File: src/rtl/mac_pkg.sv
// Shared constants and types for the mac8 multiply-accumulate datapath.
package mac_pkg;

    localparam int OP_W          = 8;
    localparam int PROD_W        = 16;
    localparam int CNT_W         = 8;
    localparam int CNT_MAX       = 255;
    localparam int ACC_W_DEFAULT = 24;

    typedef logic [OP_W-1:0]   op_t;
    typedef logic [PROD_W-1:0] prod_t;
    typedef logic [CNT_W-1:0]  cnt_t;

    // Term counter step that sticks at the top value instead of wrapping.
    function automatic cnt_t cnt_sat_inc(input cnt_t c);
        return (c == cnt_t'(CNT_MAX)) ? c : c + cnt_t'(1);
    endfunction

endpackage

File: src/rtl/multiply8.sv
// 8x8 unsigned combinational multiplier array. The clk pin exists for
// drop-in compatibility with pipelined variants and is not used here.
module multiply8
    import mac_pkg::*;
(
    input  logic  clk,
    input  op_t   a_i,
    input  op_t   b_i,
    output prod_t p_o
);

    logic unused_clk;
    assign unused_clk = clk;

    assign p_o = prod_t'(a_i) * prod_t'(b_i);

endmodule

File: src/rtl/mac8_accumulator.sv
// Streaming MAC stage: operand register -> product register -> accumulator
// with a single registered result slot. One global stall freezes the whole
// pipe while a held result waits for the consumer.
module mac8_accumulator
    import mac_pkg::*;
#(
    parameter int ACC_W = ACC_W_DEFAULT
) (
    input  logic             clk,
    input  logic             rst_n,
    input  logic             clr,
    input  logic             in_valid,
    output logic             in_ready,
    input  logic [7:0]       in_a,
    input  logic [7:0]       in_b,
    input  logic             in_last,
    output logic             out_valid,
    input  logic             out_ready,
    output logic [ACC_W-1:0] out_sum,
    output logic [7:0]       out_count,
    output logic             out_ovf
);

    logic             en;
    prod_t            prod;
    logic [ACC_W:0]   sum;
    cnt_t             cnt_inc;
    logic             ovf_new;

    op_t              a_q, a_d, b_q, b_d;
    logic             v1_q, v1_d, l1_q, l1_d;
    prod_t            p_q, p_d;
    logic             v2_q, v2_d, l2_q, l2_d;
    logic [ACC_W-1:0] acc_q, acc_d;
    cnt_t             cnt_q, cnt_d;
    logic             ovf_q, ovf_d;
    logic [ACC_W-1:0] osum_q, osum_d;
    cnt_t             ocnt_q, ocnt_d;
    logic             oovf_q, oovf_d;
    logic             ovld_q, ovld_d;

    // Pipe advances unless a held result is blocked or a soft clear is active.
    assign en       = !(ovld_q && !out_ready) && !clr;
    assign in_ready = en;

    multiply8 u_mul (
        .clk (clk),
        .a_i (a_q),
        .b_i (b_q),
        .p_o (prod)
    );

    // One extra bit on the adder exposes the carry out of ACC_W for the sticky flag.
    assign sum     = {1'b0, acc_q} + {{(ACC_W + 1 - PROD_W){1'b0}}, p_q};
    assign cnt_inc = cnt_sat_inc(cnt_q);
    assign ovf_new = ovf_q | sum[ACC_W];

    // Next-state for every pipe stage, the running partial and the result slot.
    always_comb begin
        a_d    = a_q;
        b_d    = b_q;
        v1_d   = v1_q;
        l1_d   = l1_q;
        p_d    = p_q;
        v2_d   = v2_q;
        l2_d   = l2_q;
        acc_d  = acc_q;
        cnt_d  = cnt_q;
        ovf_d  = ovf_q;
        osum_d = osum_q;
        ocnt_d = ocnt_q;
        oovf_d = oovf_q;
        ovld_d = ovld_q;
        if (en) begin
            a_d    = in_a;
            b_d    = in_b;
            v1_d   = in_valid;
            l1_d   = in_last;
            p_d    = prod;
            v2_d   = v1_q;
            l2_d   = l1_q;
            // en implies the slot is empty or being accepted this edge.
            ovld_d = 1'b0;
            if (v2_q) begin
                if (l2_q) begin
                    osum_d = sum[ACC_W-1:0];
                    ocnt_d = cnt_inc;
                    oovf_d = ovf_new;
                    ovld_d = 1'b1;
                    acc_d  = '0;
                    cnt_d  = '0;
                    ovf_d  = 1'b0;
                end else begin
                    acc_d  = sum[ACC_W-1:0];
                    cnt_d  = cnt_inc;
                    ovf_d  = ovf_new;
                end
            end
        end
    end

    // State register; reset and soft clear both flush everything.
    always_ff @(posedge clk) begin
        if (!rst_n || clr) begin
            a_q    <= '0;
            b_q    <= '0;
            v1_q   <= 1'b0;
            l1_q   <= 1'b0;
            p_q    <= '0;
            v2_q   <= 1'b0;
            l2_q   <= 1'b0;
            acc_q  <= '0;
            cnt_q  <= '0;
            ovf_q  <= 1'b0;
            osum_q <= '0;
            ocnt_q <= '0;
            oovf_q <= 1'b0;
            ovld_q <= 1'b0;
        end else begin
            a_q    <= a_d;
            b_q    <= b_d;
            v1_q   <= v1_d;
            l1_q   <= l1_d;
            p_q    <= p_d;
            v2_q   <= v2_d;
            l2_q   <= l2_d;
            acc_q  <= acc_d;
            cnt_q  <= cnt_d;
            ovf_q  <= ovf_d;
            osum_q <= osum_d;
            ocnt_q <= ocnt_d;
            oovf_q <= oovf_d;
            ovld_q <= ovld_d;
        end
    end

    assign out_valid = ovld_q;
    assign out_sum   = osum_q;
    assign out_count = ocnt_q;
    assign out_ovf   = oovf_q;

endmodule

File: config.mk
export PLATFORM = sky130hd
export DESIGN_NAME = mac8_accumulator
export DESIGN_NICKNAME = d
export VERILOG_FILES = /design/src/rtl/mac_pkg.sv /design/src/rtl/multiply8.sv /design/src/rtl/mac8_accumulator.sv
export SDC_FILE = /design/constraint.sdc
export NUM_CORES = 1
export LEC_CHECK = 0
export ABC_AREA = 1
export CAP_MARGIN = 15
export CORE_MARGIN = 4
export CORE_UTILIZATION = 60
export CTS_CLUSTER_SIZE = 20
export DETAILED_ROUTE_END_ITERATION = 10
export GPL_ROUTABILITY_DRIVEN = 0
export GPL_TIMING_DRIVEN = 0
export HOLD_SLACK_MARGIN = 0.12
export PLACE_DENSITY = 0.82
export REMOVE_ABC_BUFFERS = 1
export SYNTH_ARGS = -nofsm -noshare
export SYNTH_HDL_FRONTEND = slang
export SYNTH_SLANG_ARGS = --single-unit
export TNS_END_PERCENT = 20
File: constraint.sdc
create_clock -name clk -period 6.1 [get_ports clk]
set_input_delay 1.22 -clock clk [delete_from_list [all_inputs] [get_ports clk]]
set_output_delay 1.22 -clock clk [all_outputs]
set_load 0.01 [all_outputs]
==> results.txt <==
* Result of the run: finished, final reports clean
- Number of setup violations in the final report: 0
- Starting utilization of the core area: 61.73%
- For this block, the initial DRC count from the detailed router was 449.
- TritonCTS clock tree: yes
- Unique masters post-synth: 38
- Using the TritonRoute via totals, the vias-per-cell ratio works out to 5.207.
- Total non-filler cell area in the finished layout: 8335 sq um
- During synthesis, Yosys emitted a total of 0 warnings.
* Number of enable-type register cells in the synthesized netlist: 0
- The tool flagged a number of max-cap violations equal to 0.
- Static timing analysis puts the maximum clock frequency at 232.3 MHz.
- After filler insertion, the fill cell instance count of the layout stands at 1077.
- Final WS setup: 1.795 ns
- The final count of pins violating max slew came to 0.
- Overall die area: 14260 sq um
- Ratio of cells with drive above 1 in the final layout: 2.946%
- The tree is rooted in a sky130_fd_sc_hd__clkbuf_16.
* Setup Slack @ Placement: 1.840 ns
- Final hold slack: 0.4487 ns
* Reg2reg end: p_q[15]
- Post-synthesis cell area: 7446 sq um
- Maximum number of pins on one net before global-route repair: 44
* Clk_skew: 0.009505 ns
- Leading cell type in the layout, fill and taps excluded: sky130_fd_sc_hd__nand2_1
- Syn-to-layout area delta: 11.95%
- For this run, the share of the core covered by cells in the final layout is 69.11%.
- For the worst flop-to-flop path, the logic depth is 17.
- Hold-fix buffer count after cts: 0
- Final setup TNS: 0 ns
- Most used cells in the layout excluding fill and tap cells: sky130_fd_sc_hd__nand2_1 (363), sky130_fd_sc_hd__inv_1 (186), sky130_fd_sc_hd__dfxtp_1 (103)
- Once placement finished, the instance area stood at 8040 sq um.
* Area taken by flip-flops and latches: 2062 sq um
- Post-detailed-route DRC marker count: 0
* Routed wire per std cell: 12.91 um
- Routed via count: 6707
- All-Layer GR Usage: 24.22%
- The via count of the first global-routing pass came to 6224.
- Peak supply drop: 0.0002128 V
- Synth async-reset ratio: 0%
- Compound-cell area share of the yosys netlist: 9.897%
* Leftover overflow at the end of global routing: 0
* Reg2reg start: a_q[1]
- Largest fanout on the critical path: 9
- The most used flip-flop cell after synthesis is sky130_fd_sc_hd__dfxtp_1.
- Register-to-Register Setup Slack: 1.79 ns
- Instance count along the most critical hold path: 2
- Combinational family with the most area after synthesis: simple AND/OR/NAND/NOR gates
- The detail route stage leaves a number of antenna-violating nets equal to 0.
* Crit path kind: register to register
* Worst EP arrival: 4.56 ns
* Critical hold path startpoint: out_sum[13]
* Type of the most critical hold path: register to register
* Rel. slew slack: 30.59%
- Final hold violation count: 0
- Leak pwr: 4.393 nW
- # diodes: 0
* Kind of capture point of the worst setup path: register
* Dpl hpwl: 12470 um
* PostCTS Resize Cnt: 0
* Number of buffers added for setup after CTS: 0
- Final cycle utilization of the critical path: 70.58%
- Setup repair after global routing left no endpoint under its margin.
* Simple-gate portion of the synthesized area: 29.31%
* Kind of start point of the critical path: register
- Total detailed-routing wirelength: 16630 um
- Average cell area after synthesis: 6.837 sq um
- The first detailed-routing pass took 5 iterations.
* Pwr dens: 162.4 nW/um^2
- Cell count after synthesis: 1089
- Clock insertion delay at the later pin of the skew report: 0.36 ns
- Core footprint: 12060 sq um
- TritonCTS created 9 clock buffers.
- Flops & latches, synth: 103
* Die W: 119.4 um
- Sink count of the clock tree: 103
- Maximum clock insertion buffer count: 2
- H-tree Lvls: 3
* Post-CTS clock slew at the launch and capture registers of the worst setup and hold paths: 0.07 ns
- Number of antenna violations at the first check in global routing: 0
- For hold timing, the worst endpoint is out_sum[13].
- After Yosys synthesis, full adders, half adders and majority gates account for 18.85% of the synthesized area.
- The floorplan has 40 rows.
* Post-Synth XOR/XNOR Area: 1.882%
- Buffers placed on the I/O ports in this run total 56.
- Measured against the total synthesized area, the mux share comes to 0%.
- For the pin with the worst max-slew slack, the measured transition is 1.040 ns.
- Required time of the critical path: 6.36 ns
- For this run, the post-layout net count is 1228.
- In the final layout, the multi-input gates occupy 4463 sq um.
* Io pins: 57
- Fin crit period: 4.305 ns
* Chip height: 119.4 um
- Wire length of the first global-routing pass: 28500 um
- Sequential cell area fraction in the yosys report: 27.69%
## per-layer routing
layer / part of all wire (%) / wire [um] / global-route usage, % / vias up
li1: - / - / - / 3425
met1: 48 / 7978 / 34.76 / 3046
met2: 44 / 7315 / 37.58 / 218
met3: 6.6 / 1097 / 4.368 / 18
met4: 1.4 / 235 / 6.729 / 0
met5: 0 / 0 / 0 / -
## critical path: stages (launching register included)
cell and delay (ns):
sky130_fd_sc_hd__dfxtp_1 0.57, sky130_fd_sc_hd__nand2_1 0.14, sky130_fd_sc_hd__fa_1 0.52, sky130_fd_sc_hd__fa_1 0.51, sky130_fd_sc_hd__fa_1 0.53, sky130_fd_sc_hd__fa_1 0.54
sky130_fd_sc_hd__inv_1 0.04, sky130_fd_sc_hd__ha_1 0.36, sky130_fd_sc_hd__a21oi_1 0.22, sky130_fd_sc_hd__o21ai_0 0.10, sky130_fd_sc_hd__inv_1 0.06, sky130_fd_sc_hd__nand2_1 0.08
sky130_fd_sc_hd__nand2_1 0.14, sky130_fd_sc_hd__nand2_1 0.09, sky130_fd_sc_hd__nand2_1 0.07, sky130_fd_sc_hd__nand2_1 0.05, sky130_fd_sc_hd__o21bai_1 0.13, sky130_fd_sc_hd__inv_1 0.05
## area by class of cell
class | count | share of cell area [%]
flip-flops and latches | 103 | 24.74
well taps | 168 | 2.522
inverters | 190 | 8.556
multi-input cells | 754 | 53.54
repair buffers | 58 | 7.100
clock buffers | 10 | 2.747
clock inverters | 5 | 0.7956
## cells in the mapped netlist (13+ instances only)
library cell | number | area (sq um)
sky130_fd_sc_hd__a21oi_1 | 76 | 380.4
sky130_fd_sc_hd__nor2_1 | 54 | 202.7
sky130_fd_sc_hd__ha_1 | 53 | 663.1
sky130_fd_sc_hd__nand3_1 | 68 | 340.3
sky130_fd_sc_hd__o21ai_0 | 24 | 120.1
sky130_fd_sc_hd__xor2_1 | 13 | 113.9
sky130_fd_sc_hd__fa_1 | 37 | 740.7
sky130_fd_sc_hd__nand2_1 | 363 | 1363
sky130_fd_sc_hd__dfxtp_1 | 103 | 2062
sky130_fd_sc_hd__inv_1 | 187 | 701.9
sky130_fd_sc_hd__buf_2 | 13 | 65.06
sky130_fd_sc_hd__clkbuf_1 | 20 | 75.07
## cell families (layout without fill, tap and decap cells)
| logic type | count (synthesis) | in the layout |
|---|---|---|
| AOI/OAI and AO/OA | 130 | 130 |
| adders and majority gates | 90 | 90 |
| DFF | 103 | 103 |
| buffers and inverters | 232 | 263 |
| and+or+nand+nor | 518 | 518 |
| xor gates and xnor gates | 16 | 16 |
## state kept, by name, summed over array words and instances (netlist names)
signal and count:
out_sum 24, cnt_q 8, p_q 16, a_q 8
v2_q 1, l2_q 1, v1_q 1, out_valid 1
l1_q 1, ovf_q 1, out_ovf 1, b_q 8
out_count 8, acc_q 24
## power breakdown
part           internal, mW  total (mW)  leakage (nW)  switching (mW)
Clock                 0.322       0.587         0.141           0.265
Combinational        0.0307      0.0758          3.42          0.0451
Sequential            0.679       0.691         0.832          0.0124
## worst max path at each step
| stage | startpoint | endpoint | cells after the start |
|---|---|---|---|
| 3_3_place_gp | clr | out_count[1] | 6 |
| 3_5_place_dp | a_q[1] | p_q[15] | 17 |
| 6_report | a_q[1] | p_q[15] | 17 |
| 4_1_cts | a_q[1] | p_q[15] | 17 |
| 5_1_grt | a_q[1] | p_q[15] | 19 |
| 2_1_floorplan | a_q[0] | p_q[12] | 16 |
## stage by stage
stage,total power [mW],std cells
2_1_floorplan,0.7460,1047
5_1_grt,1.404,1288
4_1_cts,1.365,1288
3_5_place_dp,0.7817,1273
6_report,1.354,1288
3_3_place_gp,0.7780,1271
No activity file was read; power rests on OpenSTA's default activity.
==> variant (config.mk and constraints unchanged) <==
The package constant `ACC_W_DEFAULT` goes from 24 to 48.
--- a/src/rtl/mac_pkg.sv
+++ b/src/rtl/mac_pkg.sv
@@ -7,3 +7,3 @@
     localparam int CNT_MAX       = 255;
-    localparam int ACC_W_DEFAULT = 24;
+    localparam int ACC_W_DEFAULT = 48;
 
Interface: changed (resized out_sum); port bits go from 57 to 81. The function was not compared with the original's and may differ.
==> variant against the original RTL <==
Sequential share of layout area increased by 1.5 points; critical path type is now primary input to register; worst setup slack got worse by 0.40 ns; combinational power up 15%; final area increased by 38%; global-route usage grew 3.2 points; synthesized cell count rose by 40%; power increased by 56%; wire length increased by 49%; sequential cell count up 48; synthesized area increased by 35%.
==> variant: results (changes against the original RTL) <==
Slowest Stage Delay on Critical Path -> 0.54 ns (was 0.57 ns)
hold endpoint -> out_sum[29] (was out_sum[13])
share of the synthesized area in the top cell type -> 0.300 (was 0.277)
complex-gate fraction of the synthesized area -> 0.0992 (was 0.0990)
Clock Latency Late Sink -> 0.43 ns (was 0.36 ns)
first-pass GRT wire length -> 41.9 mm (was 28.5 mm)
GRT Total Usage -> 0.274 (was 0.242)
Reg2Reg Setup Slack -> 1.77 ns (was 1.79 ns)
largest net degree at the start of global routing -> 81 (was 44)
Synth Area in Adders -> 0.139 (was 0.189)
Leak -> 5.80 nW (was 4.39 nW)
RR Startpoint -> a_q[0] (was a_q[1])
M1 WL -> 11.1 mm (was 7.98 mm)
nets -> 1,680 (was 1,228)
number of port buffers -> 80 (was 56)
Synth Area in XOR/XNOR -> 0.0235 (was 0.0188)
Post-synth top cells -> 539 x nand2_1, 234 x inv_1, 151 x dfxtp_1 (was 363 x nand2_1, 187 x inv_1, 103 x dfxtp_1)
critical path arrival -> 5.02 ns (was 4.56 ns)
Routed met3 length -> 1.62 mm (was 1.10 mm)
share of layout cells above drive strength 1 -> 0.0373 (was 0.0295)
Net Sw Frac -> 0.233 (was 0.238)
CTS buffer count -> 17 (was 9)
H-Tree Depth -> 4 (was 3)
Hold Crit Start -> out_sum[29] (was out_sum[13])
result of the run -> completed (unchanged)
number of global-route vias before repair -> 8,905 (was 6,224)
Via-to-Cell Ratio -> 5.26 (was 5.21)
DRT iter0 DRCs -> 710 (was 449)
CP max FO -> 58 (was 9)
Final min period -> 4.70 ns (was 4.31 ns)
Yosys warnings -> 0 (unchanged)
post-synth cell types -> 43 (was 38)
WHS -> 0.451 ns (was 0.449 ns)
CP startpoint -> clr (was a_q[1])
maximum VDD drop -> 0.207 mV (was 0.213 mV)
TritonRoute pass-1 iters -> 8 (was 5)
drt wl/cell -> 13.8 um (was 12.9 um)
R2R depth -> 15 (was 17)
skew final -> 0.0129 ns (was 0.00951 ns)
R2R Path End -> p_q[14] (was p_q[15])
Place WS -> 0.920 ns (was 1.84 ns)
Slew HR -> 0.257 (was 0.306)
DP HPWL -> 18.3 mm (was 12.5 mm)
CP endpoint -> out_sum[0] (was p_q[15])
met2 wire length -> 11.6 mm (was 7.32 mm)
ranking of synthesized cells by area -> dfxtp_1 30%, nand2_1 20%, inv_1 8.7%, fa_1 7.4%, ha_1 6.6% (was dfxtp_1 28%, nand2_1 18%, fa_1 9.9%, inv_1 9.4%, ha_1 8.9%)
Seq/Total Area, Yosys -> 0.300 (was 0.277)
Fillers -> 1,380 (was 1,077)
## variant: cell types whose count changed in the layout (fill, tap and decap cells not counted), moves of 7 or more
cell	before	now
a21oi_1	76	102
clkbuf_16	9	17
clkdlybuf4s50_1	56	80
dfxtp_1	103	151
inv_1	186	234
nand2_1	363	539
nand3_1	68	92
nand3b_1	4	13
nor2_1	54	86
o21bai_1	5	12
## variant: layer usage
layer  GRT usage  vias to the layer above
met4      0.0726                        0
li1            -                     4810
met1       0.366                     4288
met2       0.457                      333
met3      0.0497                       43
met5           0                        -
## variant: final cells by class
cell class,count,area share
multi-input combinational,1075,0.511
clock buffer,21,0.0408
tap,220,0.0239
clock inverter,10,0.00813
sequential,151,0.262
inverter,240,0.0783
timing repair buffer,83,0.0759
## variant: worst max-delay path, delay by kind of cell
family                 cells  cell delay, ns
buffers and inverters      6            2.19
AND/OR/NAND/NOR            4            1.37
AO/OA/AOI/OAI              1            0.19
## variant: logic make-up after synthesis
logic type / count (synthesis)
xor+xnor: 27
compound gates: 177
flops: 151
simple gates: 781
fa+ha+maj: 90
buf+inv: 296
## variant: power by group through the flow
stage / registers [mW] / logic [mW] / clock network, mW
2_1_floorplan: 1.02 / 0.0485 / 0
3_3_place_gp: 1.03 / 0.0799 / 0
3_5_place_dp: 1.03 / 0.0870 / 0
4_1_cts: 1.00 / 0.0875 / 1.03
5_1_grt: 1.01 / 0.0960 / 1.07
6_report: 1.00 / 0.0872 / 1.02
## variant: metrics by stage
stage | instance area (sq um) | util | cells
2_1_floorplan | 9820 | - | 1466
3_3_place_gp | 10900 | 0.659 | 1766
3_5_place_dp | 11000 | 0.664 | 1769
4_1_cts | 11500 | 0.698 | 1800
5_1_grt | 11500 | 0.698 | 1800
6_report | 11500 | 0.698 | 1800
